File: src/rtl/alu_cmd_sequencer_pkg.sv
// alu_seq_pkg: shared definitions for the ALU command sequencer.
//   - ALU opcode encodings (OP_AND .. OP_MUL, OP_ILLEGAL)
//   - ALU input-select one-hot encodings (persist / load / clear)
//   - sequencer FSM state encoding (2-bit)
//   - command record stored in the FIFO
//   - op_to_outsel(): opcode -> one-hot ALU output select
package alu_seq_pkg;

    localparam logic [2:0] OP_AND     = 3'd0;
    localparam logic [2:0] OP_OR      = 3'd1;
    localparam logic [2:0] OP_NOT     = 3'd2;
    localparam logic [2:0] OP_XOR     = 3'd3;
    localparam logic [2:0] OP_ADD     = 3'd4;
    localparam logic [2:0] OP_SUB     = 3'd5;
    localparam logic [2:0] OP_MUL     = 3'd6;
    localparam logic [2:0] OP_ILLEGAL = 3'd7;

    localparam logic [2:0] IN_SEL_PERSIST = 3'b100;
    localparam logic [2:0] IN_SEL_LOAD    = 3'b010;
    localparam logic [2:0] IN_SEL_CLEAR   = 3'b001;

    typedef enum logic [1:0] {
        ST_IDLE  = 2'd0,
        ST_ISSUE = 2'd1,
        ST_WAIT  = 2'd2,
        ST_RESP  = 2'd3
    } state_t;

    typedef struct packed {
        logic [2:0] op;
        logic [7:0] a;
        logic [7:0] b;
        logic       chain;
    } cmd_t;

    // Bit 6 selects AND, bit 0 selects MUL; the illegal opcode maps to all-zero.
    function automatic logic [6:0] op_to_outsel(input logic [2:0] op);
        return 7'b1000000 >> op;
    endfunction

endpackage

File: src/rtl/alu_cmd_sequencer_if.sv
// alu_cmd_sequencer_if: host-side command and response channels.
//   cmd_valid/cmd_ready + cmd_op, cmd_a, cmd_b, cmd_chain : command in
//   res_valid/res_ready + res_data, res_err               : response out
// Modports: master = host, slave = sequencer.
//
// Handshake rule (both channels): a transfer happens on a rising clk edge
// where valid and ready are both high. Once valid is raised the payload is
// held stable and valid stays high until that transfer happens; ready may be
// raised or lowered freely and never depends on valid.
interface alu_cmd_sequencer_if;

    logic       cmd_valid;
    logic       cmd_ready;
    logic [2:0] cmd_op;
    logic [7:0] cmd_a;
    logic [7:0] cmd_b;
    logic       cmd_chain;

    logic       res_valid;
    logic       res_ready;
    logic [7:0] res_data;
    logic       res_err;

    modport master (
        output cmd_valid, cmd_op, cmd_a, cmd_b, cmd_chain, res_ready,
        input  cmd_ready, res_valid, res_data, res_err
    );

    modport slave (
        input  cmd_valid, cmd_op, cmd_a, cmd_b, cmd_chain, res_ready,
        output cmd_ready, res_valid, res_data, res_err
    );

endinterface

File: src/rtl/alu_cmd_sequencer_fifo.sv
// alu_cmd_fifo: synchronous FIFO with registered full/empty flags.
// Ports:
//   clk, rst  : clock, synchronous active-high reset (empties the FIFO)
//   i_push    : write request, ignored while full
//   i_wdata   : write data
//   i_pop     : read request, ignored while empty
//   o_rdata   : head entry (valid while !o_empty)
//   o_full    : registered full flag
//   o_empty   : registered empty flag
// DEPTH must be a power of two so the pointers wrap naturally.
module alu_cmd_fifo #(
    parameter int DEPTH = 4,
    parameter int W     = 20
) (
    input  logic         clk,
    input  logic         rst,
    input  logic         i_push,
    input  logic [W-1:0] i_wdata,
    input  logic         i_pop,
    output logic [W-1:0] o_rdata,
    output logic         o_full,
    output logic         o_empty
);

    localparam int AW = (DEPTH > 1) ? $clog2(DEPTH) : 1;

    logic [W-1:0]  r_mem [DEPTH];
    logic [AW-1:0] r_wr_ptr;
    logic [AW-1:0] r_rd_ptr;
    logic [AW:0]   r_count;
    logic          r_full;
    logic          r_empty;

    logic          w_push;
    logic          w_pop;
    logic [AW:0]   w_count_nxt;

    always_comb begin
        w_push      = i_push && !r_full;
        w_pop       = i_pop && !r_empty;
        w_count_nxt = r_count;
        case ({w_push, w_pop})
            2'b10:   w_count_nxt = r_count + (AW+1)'(1);
            2'b01:   w_count_nxt = r_count - (AW+1)'(1);
            default: w_count_nxt = r_count;
        endcase
    end

    // Flags are registered from the next count, so a pop while full frees
    // the slot but o_full only drops on the following cycle.
    always_ff @(posedge clk) begin
        if (rst) begin
            r_wr_ptr <= '0;
            r_rd_ptr <= '0;
            r_count  <= '0;
            r_full   <= 1'b0;
            r_empty  <= 1'b1;
        end else begin
            if (w_push) r_wr_ptr <= r_wr_ptr + AW'(1);
            if (w_pop)  r_rd_ptr <= r_rd_ptr + AW'(1);
            r_count <= w_count_nxt;
            r_full  <= (w_count_nxt == (AW+1)'(DEPTH));
            r_empty <= (w_count_nxt == '0);
        end
    end

    always_ff @(posedge clk) begin
        if (w_push) r_mem[r_wr_ptr] <= i_wdata;
    end

    assign o_rdata = r_mem[r_rd_ptr];
    assign o_full  = r_full;
    assign o_empty = r_empty;

endmodule

File: src/rtl/alu_cmd_sequencer.sv
// alu_cmd_sequencer: buffers ALU commands and issues them one at a time to
// the 8-bit accumulator ALU, then returns result/overflow on a response port.
// Ports:
//   clk, rst      : clock, synchronous active-high reset
//   host          : alu_cmd_sequencer_if.slave (command in, response out)
//   alu_num1/2    : ALU operands (held between issues)
//   alu_in_sel    : one-hot 100 persist / 010 load / 001 clear
//   alu_out_sel   : one-hot operation select, bit6 AND .. bit0 MUL
//   alu_result    : ALU output value
//   alu_ovf       : ALU multiply overflow
//   stat_cmds/errs: response / error-response counters (ALU_SEQ_STATS_EN only)
//   o_dbg_state   : current FSM state
// Optional feature macro: ALU_SEQ_STATS_EN adds saturating 16-bit counters.
// ALU_LAT must be at least 1.
module alu_cmd_sequencer
    import alu_seq_pkg::*;
#(
    parameter int DEPTH   = 4,
    parameter int ALU_LAT = 1
) (
    input  logic        clk,
    input  logic        rst,
    alu_cmd_sequencer_if.slave host,
    output logic [7:0]  alu_num1,
    output logic [7:0]  alu_num2,
    output logic [2:0]  alu_in_sel,
    output logic [6:0]  alu_out_sel,
    input  logic [7:0]  alu_result,
    input  logic        alu_ovf,
`ifdef ALU_SEQ_STATS_EN
    output logic [15:0] stat_cmds,
    output logic [15:0] stat_errs,
`endif
    output state_t      o_dbg_state
);

    localparam int CMD_W = $bits(cmd_t);
    localparam int LAT_W = (ALU_LAT > 1) ? $clog2(ALU_LAT + 1) : 1;

    state_t           r_state;
    state_t           w_state_nxt;
    logic [2:0]       r_op;
    logic             r_chain;
    logic [LAT_W-1:0] r_lat_cnt;
    logic [7:0]       r_num1;
    logic [7:0]       r_num2;
    logic [6:0]       r_out_sel;
    logic [7:0]       r_res_data;
    logic             r_res_err;

    logic [CMD_W-1:0] w_cmd_in;
    logic [CMD_W-1:0] w_head_bits;
    cmd_t             w_head;
    logic             w_fifo_full;
    logic             w_fifo_empty;
    logic             w_pop;
    logic             w_capture;
    logic             w_res_hs;

    assign w_cmd_in = {host.cmd_op, host.cmd_a, host.cmd_b, host.cmd_chain};
    assign w_head   = cmd_t'(w_head_bits);

    alu_cmd_fifo #(
        .DEPTH (DEPTH),
        .W     (CMD_W)
    ) u_fifo (
        .clk     (clk),
        .rst     (rst),
        .i_push  (host.cmd_valid),
        .i_wdata (w_cmd_in),
        .i_pop   (w_pop),
        .o_rdata (w_head_bits),
        .o_full  (w_fifo_full),
        .o_empty (w_fifo_empty)
    );

    always_comb begin
        w_state_nxt = r_state;
        w_pop       = 1'b0;
        w_capture   = 1'b0;
        case (r_state)
            ST_IDLE: begin
                if (!w_fifo_empty) begin
                    w_pop       = 1'b1;
                    // Illegal opcodes never touch the ALU.
                    w_state_nxt = (w_head.op == OP_ILLEGAL) ? ST_RESP : ST_ISSUE;
                end
            end
            ST_ISSUE: w_state_nxt = ST_WAIT;
            ST_WAIT: begin
                // The counter is loaded with ALU_LAT; the capture happens on
                // the cycle whose decrement would take it to zero, so WAIT
                // lasts exactly ALU_LAT cycles.
                if (r_lat_cnt <= LAT_W'(1)) begin
                    w_capture   = 1'b1;
                    w_state_nxt = ST_RESP;
                end
            end
            ST_RESP: begin
                if (host.res_ready) w_state_nxt = ST_IDLE;
            end
            default: w_state_nxt = ST_IDLE;
        endcase
    end

    always_ff @(posedge clk) begin
        if (rst) begin
            r_state    <= ST_IDLE;
            r_op       <= OP_ADD;
            r_chain    <= 1'b0;
            r_lat_cnt  <= '0;
            r_num1     <= 8'h00;
            r_num2     <= 8'h00;
            r_out_sel  <= op_to_outsel(OP_ADD);
            r_res_data <= 8'h00;
            r_res_err  <= 1'b0;
        end else begin
            r_state <= w_state_nxt;
            if (w_pop) begin
                r_op    <= w_head.op;
                r_chain <= w_head.chain;
                if (w_head.op == OP_ILLEGAL) begin
                    r_res_data <= 8'h00;
                    r_res_err  <= 1'b1;
                end else begin
                    // Operands and select are registered here so they are
                    // presented during ISSUE and simply held afterwards.
                    r_num1    <= w_head.a;
                    r_num2    <= w_head.b;
                    r_out_sel <= op_to_outsel(w_head.op);
                end
            end
            if (r_state == ST_ISSUE) begin
                r_lat_cnt <= LAT_W'(ALU_LAT);
            end else if (r_state == ST_WAIT) begin
                r_lat_cnt <= r_lat_cnt - LAT_W'(1);
            end
            if (w_capture) begin
                r_res_data <= alu_result;
                r_res_err  <= alu_ovf && (r_op == OP_MUL);
            end
        end
    end

    // Clear is driven straight from rst so the accumulator empties in the
    // reset cycle itself; otherwise the accumulator holds except on a
    // non-chained issue.
    always_comb begin
        alu_in_sel = IN_SEL_PERSIST;
        if (rst) begin
            alu_in_sel = IN_SEL_CLEAR;
        end else if ((r_state == ST_ISSUE) && !r_chain) begin
            alu_in_sel = IN_SEL_LOAD;
        end
    end

    assign alu_num1    = r_num1;
    assign alu_num2    = r_num2;
    assign alu_out_sel = r_out_sel;

    assign w_res_hs       = (r_state == ST_RESP) && host.res_ready;
    assign host.cmd_ready = !w_fifo_full;
    assign host.res_valid = (r_state == ST_RESP);
    assign host.res_data  = r_res_data;
    assign host.res_err   = r_res_err;
    assign o_dbg_state    = r_state;

`ifdef ALU_SEQ_STATS_EN
    logic [15:0] r_stat_cmds;
    logic [15:0] r_stat_errs;

    always_ff @(posedge clk) begin
        if (rst) begin
            r_stat_cmds <= 16'h0000;
            r_stat_errs <= 16'h0000;
        end else if (w_res_hs) begin
            if (r_stat_cmds != 16'hFFFF) r_stat_cmds <= r_stat_cmds + 16'd1;
            if (r_res_err && (r_stat_errs != 16'hFFFF)) r_stat_errs <= r_stat_errs + 16'd1;
        end
    end

    assign stat_cmds = r_stat_cmds;
    assign stat_errs = r_stat_errs;
`else
    logic w_unused_hs;
    assign w_unused_hs = w_res_hs;
`endif

endmodule

File: src/flat_wrapper.sv
// flat-port wrapper written by rule: the top's interface ports become plain ports
module alu_cmd_sequencer_flat import alu_seq_pkg::*;
#(
    parameter int DEPTH   = 4,
    parameter int ALU_LAT = 1
)
  (clk, rst, alu_num1, alu_num2, alu_in_sel, alu_out_sel, alu_result, alu_ovf, o_dbg_state, host_cmd_valid, host_cmd_op, host_cmd_a, host_cmd_b, host_cmd_chain, host_res_ready, host_cmd_ready, host_res_valid, host_res_data, host_res_err);
  alu_cmd_sequencer_if host_i ();
  input  logic clk;
  input  logic rst;
  output logic [7:0] alu_num1;
  output logic [7:0] alu_num2;
  output logic [2:0] alu_in_sel;
  output logic [6:0] alu_out_sel;
  input  logic [7:0] alu_result;
  input  logic alu_ovf;
  output state_t o_dbg_state;
  input wire logic [$bits(host_i.cmd_valid)-1:0] host_cmd_valid;
  input wire logic [$bits(host_i.cmd_op)-1:0] host_cmd_op;
  input wire logic [$bits(host_i.cmd_a)-1:0] host_cmd_a;
  input wire logic [$bits(host_i.cmd_b)-1:0] host_cmd_b;
  input wire logic [$bits(host_i.cmd_chain)-1:0] host_cmd_chain;
  input wire logic [$bits(host_i.res_ready)-1:0] host_res_ready;
  output wire logic [$bits(host_i.cmd_ready)-1:0] host_cmd_ready;
  output wire logic [$bits(host_i.res_valid)-1:0] host_res_valid;
  output wire logic [$bits(host_i.res_data)-1:0] host_res_data;
  output wire logic [$bits(host_i.res_err)-1:0] host_res_err;
  assign host_i.cmd_valid = host_cmd_valid;
  assign host_i.cmd_op = host_cmd_op;
  assign host_i.cmd_a = host_cmd_a;
  assign host_i.cmd_b = host_cmd_b;
  assign host_i.cmd_chain = host_cmd_chain;
  assign host_i.res_ready = host_res_ready;
  assign host_cmd_ready = host_i.cmd_ready;
  assign host_res_valid = host_i.res_valid;
  assign host_res_data = host_i.res_data;
  assign host_res_err = host_i.res_err;
  alu_cmd_sequencer #(.DEPTH(DEPTH), .ALU_LAT(ALU_LAT)) u_core (.clk(clk), .rst(rst), .host(host_i), .alu_num1(alu_num1), .alu_num2(alu_num2), .alu_in_sel(alu_in_sel), .alu_out_sel(alu_out_sel), .alu_result(alu_result), .alu_ovf(alu_ovf), .o_dbg_state(o_dbg_state));
endmodule
File: config.mk
export PLATFORM = sky130hd
export DESIGN_NAME = alu_cmd_sequencer_flat
export DESIGN_NICKNAME = d
export VERILOG_FILES = /design/src/rtl/alu_cmd_sequencer_pkg.sv /design/src/rtl/alu_cmd_sequencer_if.sv /design/src/rtl/alu_cmd_sequencer_fifo.sv /design/src/rtl/alu_cmd_sequencer.sv /design/src/flat_wrapper.sv
export SDC_FILE = /design/constraint.sdc
export NUM_CORES = 1
export LEC_CHECK = 0
export ABC_AREA = 1
export ABC_CLOCK_PERIOD_IN_PS = 7600
export BUFFER_PORTS_ARGS = -buffer_cell sky130_fd_sc_hd__buf_2
export CAP_MARGIN = 20
export CORE_ASPECT_RATIO = 1.75
export CORE_MARGIN = 8
export CORE_UTILIZATION = 54
export CTS_BUF_LIST = sky130_fd_sc_hd__clkbuf_4 sky130_fd_sc_hd__clkbuf_8
export CTS_CLUSTER_SIZE = 10
export DETAILED_ROUTE_END_ITERATION = 8
export HOLD_SLACK_MARGIN = 0.08
export PLACE_DENSITY = 0.83
export RECOVER_POWER = 25
export SLEW_MARGIN = 40
export SYNTH_ARGS = -nofsm -noshare
export SYNTH_HDL_FRONTEND = slang
export SYNTH_SLANG_ARGS = --single-unit
File: constraint.sdc
create_clock -name clk -period 7.6 [get_ports clk]
set_input_delay 0.76 -clock clk [delete_from_list [all_inputs] [get_ports clk]]
set_output_delay 0.76 -clock clk [all_outputs]
set_load 0.02 [all_outputs]
==> impl_results.md <==
- Post-synth EDFFs: 80
- CP max stage delay: 0.62 ns
- Ys Warns: 0
- Hold Path Origin: u_core.alu_out_sel[2]$_SDFFE_PP1P_
- DR WL/cell: 15.4 um
- Yosys cell types: 27
- CP startpoint kind: flop
- LEAKAGE: 2.47 nW
- Port buffer count: 71
- CTS Buffer Depth: 2
- Syn_nets: 560
- Final min period: 3.32 ns
- Max Cap Viol: 0
- Delay-heaviest family, CP: adder cells
- Slew margin rel.: 49.4%
- Syn Inst Count: 516
- Crit end category: flop
- Hold Fails Final Rpt: 0
- Seq/Total Area, Yosys: 64.8%
- Dominant cell type by area after synthesis: edfxtp_1
- HPWL Detailed: 7.46 mm
- CTS Buf Count: 17
- DRC: 0
- Row Count: 47
- Top cells by count, synth: nor2_1 (88), edfxtp_1 (80), nand2_1 (75)
- Total power: 2.18 mW
- Die area: 13200 um^2
- Placer congestion estimate: 0.782
- Clk root buf: clkbuf_8
- WS Path Type: flop to flop
- PD cells: 365 nW/um^2
- Cell breakdown of the critical path: inv_1 > ha_1 > nand2_1 > clkinv_1 > ha_1 > fa_1 > a21oi_1 > o21ai_0 > xnor2_1 > nand2_1 > nor2_1
- Skew final: 0.00835 ns
- Hold endpoint: u_core.alu_out_sel[2]$_SDFFE_PP1P_
- Reg-to-Reg Start: u_core.o_dbg_state[0]$_SDFFE_PP0P_
- Layout Nets: 633
- Worst vdd ir: 168 uV
- Num ports: 72
- Post-CTS Resized: 0
- CP max FO: 26
- Vias: 3801
- CTS tree: done
- R2R depth: 11
- Worst-margin pin slew: 0.759 ns
- Most used flip-flop cell after synthesis: edfxtp_1
- Crit share post-route: 43.6%
- Syn avg cell area: 10.1 um^2
- Post-detailed-route count of antenna-violating nets: 0
- Clk pin slew, worst setup/hold paths: 0.07 ns
- Filler cells: 761
- Final wirelength: 11.1 mm
- Placed cell count: 692
- Antenna cells: 0
- Slew Viols, Final: 0
- Maximum clock frequency: 0.302 GHz
- Final setup viols: 0
- Die Y: 146 um
- Wire length of the first global-routing pass: 18.2 mm
- Clock Latency Late Sink: 0.45 ns
- Top post-synthesis cells by area: edfxtp_1 (46%), dfxtp_1 (19%), nor2_1 (6.3%)
- Yosys reg bits: 129
- RSZ-0062 raised after global routing: false
- Synth async-reset ratio: 0%
- Gr ovfl total: 0
- Initial Utilization: 55.5%
- Core box area: 9410 um^2
- FF-to-FF End: u_core.u_fifo.o_full$_SDFF_PP0_
- TNS Setup: 0 ns
- Hold depth: 2
- Synth top area share: 46.0%
- Vias/cell: 5.25
- Worst EP required: 7.98 ns
- Area Overhead vs Synth: 14.7%
- Largest net degree at the start of global routing: 44
- Flop2flop setup slack: 4.28 ns
- H-tree depth: 4
- CP Depth: 11
- Share of cells above drive strength 1: 17.8%
- Sink Count: 129
- Vias in the first global route: 3891
- Crit path buf inv count: 2
- Status: complete, no violations
- Post-Layout Cell Count: 724
- Die width: 90.3 um
- Mapped cell area: 5220 um^2
- Hold Buf Count CTS: 0
- Slowest CP cell: clkinv_1
- Most common cell in the netlist: nor2_1
- GRT Util Overall: 17.4%
- First DRT Iteration DRCs: 278
- Crit path DAT: 3.69 ns
- Hold crit path type: flop to flop
- Initial antenna violation count: 0
- 1st-pass router iterations: 4
- Post-CTS Setup Bufs: 0
-- sequential cells by signal (all words and copies together), names as in the netlist, named ones only --
name,flops
u_core.host.res_data,8
u_core.r_chain,1
u_core.u_fifo.r_mem,80
u_core.u_fifo.r_rd_ptr,2
u_core.u_fifo.r_count,3
u_core.alu_num1,8
u_core.u_fifo.o_empty,1
u_core.r_op,3
u_core.alu_num2,8
u_core.host.res_err,1
u_core.u_fifo.r_wr_ptr,2
u_core.u_fifo.o_full,1
u_core.o_dbg_state,2
u_core.alu_out_sel,7
-- power breakdown --
group / switching (mW) / total [mW] / leakage, nW / internal [mW]
sequential: 0.0643 / 0.938 / 1.14 / 0.874
clock: 0.264 / 0.523 / 0.173 / 0.259
combinational: 0.501 / 0.721 / 1.16 / 0.220
total: 0.829 / 2.18 / 2.47 / 1.35
-- logic make-up (layout without fill, tap and decap cells) --
logic type	after synthesis	after routing	share of synthesized area (%)
buffers and inverters	68	154	5.73
XOR/XNOR	3	3	0.503
flip-flops	129	129	64.8
AO/OA/AOI/OAI	92	92	8.87
AND/OR/NAND/NOR	212	212	17.1
multiplexers	1	1	0.192
adder cells (fa/ha/maj)	11	11	2.78
-- metal layers --
metal	GRT usage, %	up-vias	wire length [um]
met1	16.9	1830	4340
li1	-	1863	-
met3	6.21	11	603
met2	31.6	97	6050
met4	8.63	0	155
met5	0	-	0
-- placed cells by master, fill, tap and decap left out --
| cell type | Yosys | layout |
|---|---|---|
| bufinv_16 | 0 | 1 |
| nor2_1 | 88 | 88 |
| clkinvlp_4 | 0 | 4 |
| nand2_1 | 75 | 75 |
| clkinv_1 | 2 | 4 |
| nand2_2 | 3 | 3 |
| buf_2 | 7 | 54 |
| mux2i_1 | 1 | 1 |
| inv_6 | 0 | 1 |
| buf_4 | 2 | 6 |
| inv_1 | 41 | 41 |
| nand2_4 | 1 | 1 |
| xor2_1 | 2 | 2 |
| clkinv_2 | 0 | 3 |
| clkinv_4 | 0 | 3 |
| o22ai_1 | 1 | 1 |
| xnor2_1 | 1 | 1 |
| fa_1 | 1 | 1 |
| nand4_1 | 1 | 1 |
| clkbuf_8 | 0 | 17 |
| nand3_4 | 1 | 1 |
| a21oi_1 | 27 | 27 |
| dfxtp_1 | 49 | 49 |
| inv_4 | 2 | 2 |
| nand3_1 | 33 | 33 |
| o21ai_1 | 12 | 12 |
| clkbuf_4 | 0 | 1 |
| nor2_2 | 10 | 10 |
| edfxtp_1 | 80 | 80 |
| ha_1 | 10 | 10 |
| clkbuf_1 | 11 | 17 |
| a31oi_1 | 1 | 1 |
| o21ai_0 | 51 | 51 |
-- how the worst max path moves through the flow --
stage,from,end,slack [ns]
final,u_core.o_dbg_state[0]$_SDFFE_PP0P_,u_core.u_fifo.o_full$_SDFF_PP0_,4.28
after floorplan,u_core.o_dbg_state[0]$_SDFFE_PP0P_,u_core.u_fifo.o_full$_SDFF_PP0_,4.96
after detailed placement,u_core.o_dbg_state[0]$_SDFFE_PP0P_,u_core.u_fifo.o_full$_SDFF_PP0_,4.41
after CTS,u_core.o_dbg_state[0]$_SDFFE_PP0P_,u_core.u_fifo.o_full$_SDFF_PP0_,4.39
after global routing,u_core.o_dbg_state[0]$_SDFFE_PP0P_,u_core.u_fifo.o_full$_SDFF_PP0_,3.98
after global placement,u_core.o_dbg_state[0]$_SDFFE_PP0P_,u_core.u_fifo.o_empty$_SDFF_PP1_,4.60
-- final cells by class --
cell class	instances	area [um^2]	share of cell area (%)
clock inverters	14	118	1.96
clock buffers	18	241	4.03
multi-input cells	319	1540	25.7
flip-flops and latches	129	3380	56.5
well taps	122	153	2.55
inverters	45	174	2.91
repair buffers	77	379	6.33
-- metrics by stage --
stage | hold WS, ns | setup WS [ns] | utilization (%) | area [um^2]
detailed placement | 0.429 | 4.41 | 60.0 | 5650
floorplan | 0.443 | 4.96 | - | 5220
finish | 0.442 | 4.28 | 63.6 | 5990
CTS | 0.446 | 4.39 | 63.8 | 6010
global route | 0.482 | 3.98 | 63.6 | 5990
global placement | 0.430 | 4.60 | 60.0 | 5650
-- worst register-to-register path: stages, from the launching register on --
cell and delay, ns:
dfxtp_1 0.43, inv_1 0.12, ha_1 0.23, nand2_1 0.20
clkinv_1 0.62, ha_1 0.50, fa_1 0.41, a21oi_1 0.16
o21ai_0 0.12, xnor2_1 0.20, nand2_1 0.12, nor2_1 0.13
Note: power is estimated with default switching activity, not from simulation.
